==> config.mk <==
export PLATFORM = sky130hd
export DESIGN_NAME = time_entry_ctrl
export DESIGN_NICKNAME = d
export VERILOG_FILES = /design/src/rtl/watch_pkg.sv /design/src/rtl/key_edge_decode.sv /design/src/rtl/time_entry_ctrl.sv
export SDC_FILE = /design/constraint.sdc
export NUM_CORES = 1
export LEC_CHECK = 0
export CORE_ASPECT_RATIO = 1.1
export CORE_MARGIN = 5
export CORE_UTILIZATION = 50
export DETAILED_ROUTE_END_ITERATION = 6
export PLACE_DENSITY = 0.77
export RECOVER_POWER = 100
export SLEW_MARGIN = 40
export SYNTH_ARGS = -nofsm -noshare
export SYNTH_HDL_FRONTEND = slang
export SYNTH_SLANG_ARGS = --single-unit
==> constraint.sdc <==
create_clock -name clk -period 22.6 [get_ports clk]
set_input_delay 4.52 -clock clk [delete_from_list [all_inputs] [get_ports clk]]
set_output_delay 4.52 -clock clk [all_outputs]
set_load 0.02 [all_outputs]
==> src/rtl/watch_pkg.sv <==
// Shared types and constants for the watch time-entry path.
package watch_pkg;

   typedef logic [3:0] bcd_t;

   // Element 5 is h_ten, element 0 is s_one, so the packed value reads HHMMSS.
   typedef bcd_t [5:0] time_t;

   typedef enum logic [2:0] {
      IDLE     = 3'd0,
      CAPTURE  = 3'd1,
      EDIT     = 3'd2,
      COMMIT   = 3'd3,
      WAIT_REL = 3'd4
   } entry_state_t;

   // Cursor values, left to right on the display.
   localparam logic [2:0] IDX_H_TEN = 3'd0;
   localparam logic [2:0] IDX_H_ONE = 3'd1;
   localparam logic [2:0] IDX_M_TEN = 3'd2;
   localparam logic [2:0] IDX_M_ONE = 3'd3;
   localparam logic [2:0] IDX_S_TEN = 3'd4;
   localparam logic [2:0] IDX_S_ONE = 3'd5;

   localparam bcd_t DIGIT_LIMIT [0:5] = '{4'd2, 4'd9, 4'd5, 4'd9, 4'd5, 4'd9};
   localparam bcd_t H_ONE_LIM_20H = 4'd3;

   // Observation struct: FSM state plus the working entry and blink phase.
   typedef struct packed {
      entry_state_t state;
      time_t        entry;
      logic         phase;
   } entry_dbg_t;

   // Map a cursor index to its element position inside time_t.
   function automatic logic [2:0] digit_pos(input logic [2:0] idx);
      return 3'd5 - idx;
   endfunction

   // blink_mask bit for the digit at a cursor index (bit5 = h_ten).
   function automatic logic [5:0] digit_bit(input logic [2:0] idx);
      return 6'b100000 >> idx;
   endfunction

   // Largest key accepted at a cursor; 20-23 h is the only dependent case.
   function automatic bcd_t digit_limit(input logic [2:0] idx, input bcd_t h_ten);
      bcd_t lim;
      lim = 4'd0;
      for (int i = 0; i < 6; i++) begin
         if (idx == 3'(i)) lim = DIGIT_LIMIT[i];
      end
      if (idx == IDX_H_ONE && h_ten == 4'd2) lim = H_ONE_LIM_20H;
      return lim;
   endfunction

endpackage

==> src/rtl/key_edge_decode.sv <==
// Turns raw keypad lines into a single-cycle key event plus the digit value.
// An event needs exactly one line high now and all lines low last cycle, so
// held keys and chords never produce a second event.
module key_edge_decode (
   input  logic       clk,
   input  logic       rst,
   input  logic [9:0] keypad,
   output logic       key_evt,
   output logic [3:0] key_digit
);

   logic [9:0] kp_prev;
   logic [3:0] ones;

   // Remember last cycle's key lines for release detection.
   always_ff @(posedge clk) begin
      if (rst) kp_prev <= '0;
      else     kp_prev <= keypad;
   end

   // Count active lines and encode the (last) active one.
   always_comb begin
      ones      = 4'd0;
      key_digit = 4'd0;
      for (int i = 0; i < 10; i++) begin
         if (keypad[i]) begin
            ones      = ones + 4'd1;
            key_digit = 4'(i);
         end
      end
      key_evt = (ones == 4'd1) && (kp_prev == 10'd0);
   end

endmodule

==> src/rtl/time_entry_ctrl.sv <==
// Keypad time-setting sequencer: captures the running time, walks a cursor
// over HH MM SS, range-checks each key and strobes the result into the
// timekeeper. load is a bare one-cycle strobe with no back-pressure: the
// timekeeper must take load_time on the cycle load=1; load_time then holds.
module time_entry_ctrl
   import watch_pkg::*;
#(
   parameter int CLK_HZ     = 1000,
   parameter int TIMEOUT_S  = 10,
   parameter int BLINK_HALF = 250
) (
   input  logic        clk,
   input  logic        rst,
   input  logic        set_mode,
   input  logic [9:0]  keypad,
   input  logic [23:0] cur_time,
   output logic        load,
   output logic [23:0] load_time,
   output logic [2:0]  cursor,
   output logic [5:0]  blink_mask,
   output logic        key_err,
   output logic        busy,
   output entry_dbg_t  dbg
);

   localparam int TO_CYCLES = CLK_HZ * TIMEOUT_S;
   localparam int TO_W = $clog2(TO_CYCLES);
   localparam logic [TO_W-1:0] TO_MAX = TO_W'(TO_CYCLES - 1);
   localparam int BL_W = (BLINK_HALF > 1) ? $clog2(BLINK_HALF) : 1;
   localparam logic [BL_W-1:0] BL_MAX = BL_W'(BLINK_HALF - 1);

   entry_state_t    state;
   time_t           entry;
   logic            phase;
   logic [TO_W-1:0] to_cnt;
   logic [BL_W-1:0] bl_cnt;

   logic            key_evt;
   logic [3:0]      key_digit;
   logic [2:0]      cur_pos;
   logic            key_ok;

   key_edge_decode u_key (
      .clk       (clk),
      .rst       (rst),
      .keypad    (keypad),
      .key_evt   (key_evt),
      .key_digit (key_digit)
   );

   // Range check for the digit under the cursor.
   always_comb begin
      cur_pos = digit_pos(cursor);
      key_ok  = key_digit <= digit_limit(cursor, entry[5]);
   end

   // Main sequencer; blink_mask is updated together with phase/cursor so it is exact.
   always_ff @(posedge clk) begin
      if (rst) begin
         state      <= IDLE;
         entry      <= '0;
         cursor     <= '0;
         load       <= 1'b0;
         load_time  <= '0;
         blink_mask <= '0;
         key_err    <= 1'b0;
         busy       <= 1'b0;
         phase      <= 1'b0;
         to_cnt     <= '0;
         bl_cnt     <= '0;
      end else begin
         load    <= 1'b0;
         key_err <= 1'b0;
         case (state)
            IDLE: begin
               if (set_mode) begin
                  state <= CAPTURE;
                  busy  <= 1'b1;
               end
            end
            CAPTURE: begin
               entry      <= cur_time;
               cursor     <= IDX_H_TEN;
               to_cnt     <= '0;
               bl_cnt     <= '0;
               phase      <= 1'b0;
               blink_mask <= '0;
               state      <= EDIT;
            end
            EDIT: begin
               // Free-running blink step; later assignments below override it.
               if (bl_cnt == BL_MAX) begin
                  bl_cnt     <= '0;
                  phase      <= ~phase;
                  blink_mask <= phase ? 6'b000000 : digit_bit(cursor);
               end else begin
                  bl_cnt <= bl_cnt + 1'b1;
               end

               if (!set_mode) begin
                  state      <= IDLE;
                  busy       <= 1'b0;
                  phase      <= 1'b0;
                  blink_mask <= '0;
               end else if (key_evt) begin
                  to_cnt <= '0;
                  if (key_ok) begin
                     entry[cur_pos] <= key_digit;
                     // 2x h with a stale h_one above 3 would be an invalid hour.
                     if (cursor == IDX_H_TEN && key_digit == 4'd2 && entry[4] > H_ONE_LIM_20H)
                        entry[4] <= 4'd0;
                     phase      <= 1'b0;
                     bl_cnt     <= '0;
                     blink_mask <= '0;
                     if (cursor == IDX_S_ONE) state  <= COMMIT;
                     else                     cursor <= cursor + 3'd1;
                  end else begin
                     key_err <= 1'b1;
                  end
               end else if (to_cnt == TO_MAX) begin
                  state      <= WAIT_REL;
                  phase      <= 1'b0;
                  blink_mask <= '0;
               end else begin
                  to_cnt <= to_cnt + 1'b1;
               end
            end
            COMMIT: begin
               load      <= 1'b1;
               load_time <= entry;
               state     <= WAIT_REL;
            end
            WAIT_REL: begin
               if (!set_mode) begin
                  state <= IDLE;
                  busy  <= 1'b0;
               end
            end
            default: begin
               state <= IDLE;
               busy  <= 1'b0;
            end
         endcase
      end
   end

   // Expose internal state for observation.
   always_comb begin
      dbg.state = state;
      dbg.entry = entry;
      dbg.phase = phase;
   end

endmodule

==> flow_metrics.py, run 1 <==
metrics = {
    "critical_path": {
        "critPathSlowestCell": "a21oi_1",
        "timing.rr.end": "dbg[16]",
        "reg2regPathDepth": 14,
        "cp.required_ns": 22.83,
        "arrival_ns": 13.06,
        "setup.worst_path.end": "dbg[16]",
        "rr_startpoint": "cursor[2]",
        "slowest_delay_ns": 1.36,
        "start_kind": "input pin",
        "reg2reg_slack_ns": 17.18,
        "cp_max_fo": 24,
        "startpoint": "keypad[1]",
        "cp-end-kind": "flop",
        "worst-setup-path-type": "in2reg",
        "critPathMostFrequentCell": "ha_1",
    },
    "synthesis": {
        "yosysSeqAreaShare_pct": 36.1,
        "synth_xor_area_share_pct": 5.29,
        "muxShareOfSynthArea_pct": 0.964,
        "synth_ff_type": "dfxtp_1",
        "syn_area_um2": 5320,
        "synth_top_family_by_area": "simple AND/OR/NAND/NOR gates",
        "synthTopCellsByArea": "dfxtp_1 (36%), nand2_1 (7.6%), ha_1 (4.9%)",
        "synth-simple-area-share_pct": 23.8,
        "yosysTopAreaCell": "dfxtp_1",
        "synthesis.nets": 723,
        "synth_top_area_share_pct": 36.1,
        "syn_avg_cell_area_um2": 8.00,
        "ys_ff_latch": 96,
        "synth_compound_area_share_pct": 23.1,
        "synthArstFlopShare_pct": 0,
        "synthAdderAreaFrac_pct": 4.94,
        "ys_types": 69,
        "synth_edf_count": 0,
        "synth-warning-count": 0,
        "synthCells": 665,
    },
    "clocking": {
        "clk_latency_ns": 0.35,
        "root_buffer": "clkbuf_16",
        "path_clk_slew_ns": 0.07,
        "cts_tree": "done",
        "cts_buffers": 9,
        "cts_hold_buf": 0,
        "post_cts_buffers": 0,
        "htree_levels": 3,
        "clock_path_buffers": 2,
        "clkSinkCount": 96,
        "cts_resized": 0,
    },
    "status": {
        "failed_checks": "capacitance limit, slew limit",
        "outcome": "complete, but fails checks",
    },
    "finish": {
        "final_common_cell": "nand2_1",
        "n_antenna_cell": 0,
        "register_area_um2": 1920,
        "nFillCells": 931,
        "multi_input_area_um2": 3080,
        "syn2layout_area_growth_pct": 24.3,
        "nets": 798,
        "final_cell_mix": "nand2_1 (107), dfxtp_1 (96), dlygate4sd3_1 (65)",
        "fin_area_um2": 6620,
        "final_cells": 888,
        "drive_above_1_share_pct": 4.83,
    },
    "place": {
        "gp_congestion": 0.850,
        "numPortBuffers": 100,
        "place_hpwl_mm": 10.7,
        "place_area_um2": 6380,
        "place_inst": 872,
    },
    "drt": {
        "vias": 5155,
        "drtPass1Iterations": 4,
        "ant_nets": 0,
        "wirelength_mm": 14.4,
        "drtIter0Drc": 281,
        "vias_per_cell": 5.81,
        "post-route-drc-count": 0,
        "wl_per_cell_um": 16.2,
    },
    "floorplanning": {
        "start_util_pct": 51.2,
        "std_cell_rows": 39,
        "die_area_um2": 12800,
        "die_h_um": 118,
        "pin_count": 101,
        "chipWidth_um": 108,
        "coreArea_um2": 10400,
    },
    "job": {
        "cap_violations": 3,
    },
    "sta": {
        "whs_ns": 0.449,
        "max_freq_mhz": 77.9,
        "slew_viol_final": 116,
        "tns_ns": 0,
        "hold_viol_final": 0,
        "clock_skew_ns": 0.00663,
        "worst_slew_pin_slew_ns": 2.11,
        "setup_viol": 0,
        "fin_crit_ns": 12.84,
        "period_share_pct": 56.8,
        "rsz0062_at_grt": "no",
        "timing.slew.headroom_pct": -40.4,
    },
    "power_and_ir_drop": {
        "power.internal_mw": 0.305,
        "clock_power_share_pct": 31.7,
        "p_switching_mw": 0.145,
        "p_seq_share_pct": 40.3,
        "p_leak_nw": 2.60,
        "pwr-share-comb_pct": 28.0,
        "p_sw_share_pct": 32.3,
        "peakVddDrop_v": 0.0000440,
        "powerDensity_nw_per_um2": 68.1,
    },
    "grt": {
        "antenna_found_initial": 0,
        "grt_overflow": 0,
        "grt_use_total_pct": 22.6,
        "grt_first_pass_wirelength_mm": 23.8,
        "grt_pass1_vias": 5057,
        "grt_max_degree": 48,
    },
    "hold_path": {
        "min_path_type": "reg2reg",
    },
}
[cell usage after synthesis (all sizes together) (2+ instances only)]
cell / instances
ha: 21
a32o: 6
nand3b: 2
o2111ai: 2
nand3: 30
nand2: 108
o211ai: 4
o22ai: 17
xor2: 10
mux2i: 4
clkbuf: 32
a221oi: 23
nor2b: 14
o21a: 4
a211oi: 7
nand4: 3
nor4b: 2
xnor2: 13
xnor3: 2
nand2b: 10
a21oi: 48
a2111oi: 3
o31ai: 2
a221o: 2
a211o: 4
and4: 2
and2: 3
or2: 5
a22o: 4
a31oi: 14
nor2: 44
nor3: 22
dfxtp: 96
and3: 12
or3: 4
nor4: 4
o21ai: 16
a21o: 4
inv: 38
buf: 7
[power groups by stage]
stage	combinational, mW	clock, mW	sequential, mW
floorplan	0.0853	0	0.190
global placement	0.121	0	0.185
detailed placement	0.128	0	0.185
CTS	0.128	0.146	0.182
global route	0.138	0.153	0.182
finish	0.126	0.143	0.181
[worst max-delay path: cells and delay by family]
family / cells / cell delay, ns
AOI/OAI and AO/OA: 11 / 3.52
adders and majority gates: 8 / 2.38
and+or+nand+nor: 9 / 1.40
buffers and inverters: 3 / 0.71
muxes: 1 / 0.34
xor gates and xnor gates: 1 / 0.18
[worst min-delay path by stage]
stage,from,to,depth (start not counted)
3_3_place_gp,load_time[10],load_time[10],2
5_1_grt,load_time[23],load_time[23],2
2_1_floorplan,bl_cnt[5],bl_cnt[5],2
4_1_cts,load_time[10],load_time[10],2
3_5_place_dp,load_time[10],load_time[10],2
6_report,load_time[14],load_time[14],2
[stage by stage]
stage          utilization [%]  worst slack (ns)  power [mW]
2_1_floorplan                -             12.26       0.276
3_5_place_dp              61.3             10.56       0.313
3_3_place_gp              61.0             10.80       0.306
6_report                  63.7              9.76       0.450
5_1_grt                   63.7              9.21       0.473
4_1_cts                   64.1             10.92       0.456
[sequential cells by signal, summed over array words and instances (netlist names)]
name / count
blink_mask: 6
to_cnt: 14
key_err: 1
busy: 1
state: 3
phase: 1
load: 1
load_time: 24
cursor: 3
u_key.kp_prev: 10
dbg: 24
bl_cnt: 8
[metal layers]
| layer | vias to the layer above | track usage [%] | share of wire [%] |
|---|---|---|---|
| met1 | 2402 | 26.5 | 42 |
| met5 | - | 0 | 0 |
| met2 | 172 | 39.9 | 49 |
| met4 | 0 | 10.4 | 3.0 |
| met3 | 35 | 3.71 | 5.4 |
| li1 | 2546 | - | - |
[cell type report]
type	count	share of cell area, %
repair buffers	103	15.3
well taps	143	2.70
flip-flops and latches	96	29.0
inverters	38	2.16
clock inverters	7	0.889
clock buffers	9	3.40
multi-input cells	492	46.5
[cell families (layout without fill, tap and decap cells)]
family | after synthesis | in the layout
xor+xnor | 25 | 25
fa+ha+maj | 21 | 21
simple gates | 269 | 269
buf+inv | 77 | 157
flops | 96 | 96
mux | 5 | 5
compound gates | 172 | 172
No activity file was read; power rests on OpenSTA's default activity.
==> run 2, diff against run 1 <==
==> constraint.sdc (replaced) <==
create_clock -name clk -period 12.2 [get_ports clk]
set_input_delay 2.44 -clock clk [delete_from_list [all_inputs] [get_ports clk]]
set_output_delay 2.44 -clock clk [all_outputs]
set_load 0.02 [all_outputs]
==> run 2 against run 1 <==
  * The run still ends with capacitance limit, slew limit left
  * Sequential share of layout area is 0.29 points lower
  * Clock skew is 0.0053 ns higher
  * Combinational power is 87% higher
  * Core utilization is 0.64 points higher
  * Sequential power is 86% higher
  * Die area stayed put
  * Hold slack better by 0.00081 ns
  * Clock power is 120% higher
  * Critical path depth stayed put
  * Via count is 0.64% higher
  * Cell count stayed put
  * Non-clock buffer count stayed put
  * Largest cell class unchanged
==> flow_metrics.py, run 2 (synthesis gave the netlist of run 1 again) <==
metrics = {
    "grt": {
        "antenna_found_initial": 0,
        "grt_pass1_vias": 5015,
        "grt_first_pass_wirelength_mm": 24.3,
        "grt_max_degree": 48,
        "grt_overflow": 0,
        "grt_use_total_pct": 22.9,
    },
    "critical_path": {
        "cp.required_ns": 12.42,
        "slowest_delay_ns": 0.59,
        "cp_num_buf_inv": 3,
        "critPathSlowestCell": "a21oi_4",
        "arrival_ns": 10.12,
        "cp_max_fo": 24,
        "cp_top_family": "compound AO/OA/AOI/OAI gates",
        "worst-setup-path-type": "in2reg",
        "critPathMostFrequentCell": "ha_1",
        "cp-end-kind": "flop",
        "start_kind": "input pin",
    },
    "finish": {
        "nets": 798,
        "final_common_cell": "nand2_1",
        "syn2layout_area_growth_pct": 25.6,
        "n_antenna_cell": 0,
        "final_cell_mix": "nand2_1 (107), dfxtp_1 (96), dlygate4sd3_1 (65)",
        "nFillCells": 920,
        "drive_above_1_share_pct": 4.97,
        "finish.utilization_pct": 64.3,
    },
    "sta": {
        "slew_viol_final": 91,
        "hold_viol_final": 0,
        "clock_skew_ns": 0.0120,
        "tns_ns": 0,
        "rsz0062_at_grt": "no",
        "fin_crit_ns": 9.89,
        "timing.slew.headroom_pct": -42.6,
        "max_freq_mhz": 101,
        "worst_slew_pin_slew_ns": 2.14,
        "period_share_pct": 81.1,
        "setup_viol": 0,
        "whs_ns": 0.450,
    },
    "power_and_ir_drop": {
        "p_leak_nw": 2.63,
        "powerDensity_nw_per_um2": 132,
        "peakVddDrop_v": 0.0000754,
    },
    "drt": {
        "post-route-drc-count": 0,
        "wl_per_cell_um": 16.4,
        "vias": 5188,
        "wirelength_mm": 14.6,
        "drtPass1Iterations": 5,
        "ant_nets": 0,
        "vias_per_cell": 5.84,
        "drtIter0Drc": 285,
    },
    "clocking": {
        "post_cts_buffers": 0,
        "cts_hold_buf": 0,
        "clk_latency_ns": 0.35,
        "cts_resized": 0,
        "cts_tree": "done",
        "cts_buffers": 9,
        "clkSinkCount": 96,
        "htree_levels": 3,
        "root_buffer": "clkbuf_16",
        "clock_path_buffers": 2,
        "path_clk_slew_ns": 0.07,
    },
    "place": {
        "numPortBuffers": 100,
        "gp_congestion": 0.850,
        "place_hpwl_mm": 10.7,
    },
    "status": {
        "outcome": "complete, but fails checks",
        "failed_checks": "capacitance limit, slew limit",
    },
    "floorplanning": {
        "std_cell_rows": 39,
        "coreArea_um2": 10400,
        "start_util_pct": 51.2,
        "chipWidth_um": 108,
        "die_h_um": 118,
        "die_area_um2": 12800,
        "pin_count": 101,
    },
    "job": {
        "cap_violations": 2,
    },
    "hold_path": {
        "min_path_type": "reg2reg",
    },
}
==> run 2: layer usage <==
| metal | wire, um | share of wire [%] | global-route usage (%) | vias up |
|---|---|---|---|---|
| li1 | - | - | - | 2535 |
| met1 | 6140 | 42 | 28.4 | 2452 |
| met2 | 7140 | 49 | 39.5 | 174 |
| met3 | 885 | 6.1 | 3.33 | 27 |
| met4 | 410 | 2.8 | 9.39 | 0 |
| met5 | 0 | 0 | 0 | - |
==> run 2: tightest hold or removal path, cell delays in order, from the launching register on <==
cell	delay (ns)
dfxtp_1	0.31
nand2_1	0.05
a21oi_1	0.05
==> run 2: per-stage QoR <==
step | std cells | setup slack (ns) | area (um^2) | total power, mW
6_report | 888 | 2.31 | 6680 | 0.886
5_1_grt | 888 | 1.82 | 6680 | 0.928
3_3_place_gp | 871 | 2.48 | 6340 | 0.566
2_1_floorplan | 665 | 3.94 | 5320 | 0.511
4_1_cts | 888 | 2.53 | 6720 | 0.893
3_5_place_dp | 872 | 2.23 | 6380 | 0.580
==> run 2: worst paths after layout <==
path | start | endpoint | slack, ns | cells past startpoint
setup / recovery | keypad[1] | dbg[14] | 2.31 | 33
hold / removal | load_time[7] | load_time[7] | 0.45 | 2
setup reg to reg | cursor[2] | dbg[14] | 7.68 | 14
hold reg to reg | load_time[7] | load_time[7] | 0.45 | 2
==> run 2: layout make-up <==
class	instances	area, um^2	share of cell area, %
inverters	38	143	2.13
clock inverters	7	114	1.70
multi-input cells	492	3090	46.2
clock buffers	9	225	3.37
flip-flops and latches	96	1920	28.8
well taps	143	179	2.68
repair buffers	103	1010	15.1
==> run 2: report_power, final <==
part / switching (mW) / leakage [nW] / internal, mW
clock network: 0.130 / 0.165 / 0.184
logic: 0.136 / 1.69 / 0.0994
registers: 0.0106 / 0.780 / 0.325
total: 0.276 / 2.63 / 0.609
==> run 3, diff against run 2 <==
==> constraint.sdc (replaced) <==
create_clock -name clk -period 9.68 [get_ports clk]
set_input_delay 1.936 -clock clk [delete_from_list [all_inputs] [get_ports clk]]
set_output_delay 1.936 -clock clk [all_outputs]
set_load 0.02 [all_outputs]
==> run 3 against run 2 <==
  * The flow still finishes with violations (capacitance limit, slew limit)
  * Combinational power is 26% higher
  * Critical path depth stayed put
  * Count of clock-buffer cells in the layout is 2 higher
==> flow_metrics.py, run 3 (synthesis gave the netlist of run 1 again) <==
metrics = {
    "drt": {
        "post-route-drc-count": 0,
        "wl_per_cell_um": 16.3,
        "drtPass1Iterations": 5,
        "drtIter0Drc": 375,
        "ant_nets": 0,
        "vias": 5184,
        "vias_per_cell": 5.83,
        "wirelength_mm": 14.5,
    },
    "finish": {
        "finish.utilization_pct": 63.9,
        "final_common_cell": "nand2_1",
        "n_antenna_cell": 0,
        "nets": 799,
        "final_cell_mix": "nand2_1 (108), dfxtp_1 (96), dlygate4sd3_1 (64)",
        "syn2layout_area_growth_pct": 24.8,
        "fin_area_um2": 6640,
        "multi_input_area_um2": 3080,
        "nFillCells": 925,
        "drive_above_1_share_pct": 4.83,
        "register_area_um2": 1920,
    },
    "critical_path": {
        "timing.rr.end": "dbg[13]",
        "cp.required_ns": 9.86,
        "cp-end-kind": "flop",
        "critPathMostFrequentCell": "ha_1",
        "reg2reg_slack_ns": 5.36,
        "worst-setup-path-type": "in2reg",
        "arrival_ns": 9.21,
        "rr_startpoint": "cursor[2]",
        "slowest_delay_ns": 0.50,
        "start_kind": "input pin",
        "critPathSlowestCell": "clkdlybuf4s50_1",
        "reg2regPathDepth": 14,
        "cp_max_fo": 12,
    },
    "grt": {
        "grt_overflow": 0,
        "grt_max_degree": 89,
        "top_usage_layer": "met2",
        "antenna_found_initial": 0,
        "met3_usage_pct": 2.56,
        "grt.met2_usage_pct": 38.6,
        "grt_pass1_vias": 4973,
        "grtUsageMet1_pct": 27.5,
        "grt_first_pass_wirelength_mm": 23.5,
        "grt_use_total_pct": 22.3,
    },
    "sta": {
        "worst_slew_pin_slew_ns": 3.78,
        "timing.slew.headroom_pct": -152,
        "max_freq_mhz": 111,
        "period_share_pct": 93.2,
        "tns_ns": 0,
        "hold_viol_final": 0,
        "fin_crit_ns": 9.02,
        "slew_viol_final": 89,
        "clock_skew_ns": 0.00947,
        "rsz0062_at_grt": "no",
        "whs_ns": 0.450,
        "setup_viol": 0,
    },
    "clocking": {
        "htree_levels": 3,
        "clk_latency_ns": 0.34,
        "cts_hold_buf": 0,
        "clock_path_buffers": 2,
        "cts_tree": "done",
        "path_clk_slew_ns": 0.07,
        "post_cts_buffers": 0,
        "cts_resized": 0,
        "root_buffer": "clkbuf_16",
        "cts_buffers": 9,
        "clkSinkCount": 96,
    },
    "floorplanning": {
        "die_h_um": 118,
        "chipWidth_um": 108,
        "pin_count": 101,
        "start_util_pct": 51.2,
        "std_cell_rows": 39,
        "coreArea_um2": 10400,
        "die_area_um2": 12800,
    },
    "place": {
        "place_hpwl_mm": 10.6,
        "numPortBuffers": 100,
        "gp_congestion": 0.857,
        "place_area_um2": 6360,
    },
    "hold_path": {
        "min_from": "load_time[13]",
        "worstHoldPathCells": 2,
        "min_path_type": "reg2reg",
        "worst_hold_path.endpoint": "load_time[13]",
    },
    "status": {
        "failed_checks": "capacitance limit, slew limit",
        "outcome": "complete, but fails checks",
    },
    "power_and_ir_drop": {
        "peakVddDrop_v": 0.000110,
        "powerDensity_nw_per_um2": 163,
        "p_leak_nw": 2.62,
    },
    "job": {
        "cap_violations": 1,
    },
}
==> run 3: how the worst max path moves through the flow <==
stage / startpoint / to / slack (ns) / depth (start not counted)
detailed placement: keypad[0] / dbg[12] / 0.39 / 33
global placement: keypad[1] / dbg[14] / 0.85 / 33
finish: keypad[1] / dbg[13] / 0.66 / 33
CTS: keypad[0] / dbg[6] / 0.76 / 33
global route: keypad[1] / dbg[12] / 0.12 / 33
floorplan: keypad[0] / cursor[2] / 1.92 / 33
==> run 3: stage by stage <==
step / worst slack (ns) / cells / total power, mW
floorplan: 1.92 / 665 / 0.643
global placement: 0.849 / 873 / 0.716
detailed placement: 0.389 / 873 / 0.730
CTS: 0.759 / 889 / 1.09
global route: 0.123 / 889 / 1.14
finish: 0.655 / 889 / 1.08
==> run 3: report_power, final <==
group | switching (mW) | internal, mW | total, mW
clock | 0.154 | 0.210 | 0.364
sequential | 0.0132 | 0.410 | 0.424
combinational | 0.171 | 0.126 | 0.296
==> run 3: metal layers <==
| metal | share of wire (%) | wire length [um] |
|---|---|---|
| met1 | 42 | 6020 |
| met2 | 50 | 7270 |
| met3 | 5.0 | 724 |
| met4 | 3.2 | 464 |
| met5 | 0 | 0 |
==> run 3: final cells by class <==
cell class | instances | area share (%)
clock inverter | 5 | 0.923
clock buffer | 11 | 3.65
sequential | 96 | 28.9
tap | 143 | 2.69
multi-input combinational | 492 | 46.4
inverter | 38 | 2.15
timing repair buffer | 104 | 15.3
==> run 3: worst max-delay path: cells and delay by family <==
kind | cells | cell delay (ns)
AND/OR/NAND/NOR | 9 | 1.44
multiplexers | 1 | 0.30
adder cells (fa/ha/maj) | 8 | 2.37
buffers and inverters | 3 | 0.64
XOR/XNOR | 1 | 0.18
AO/OA/AOI/OAI | 11 | 2.35
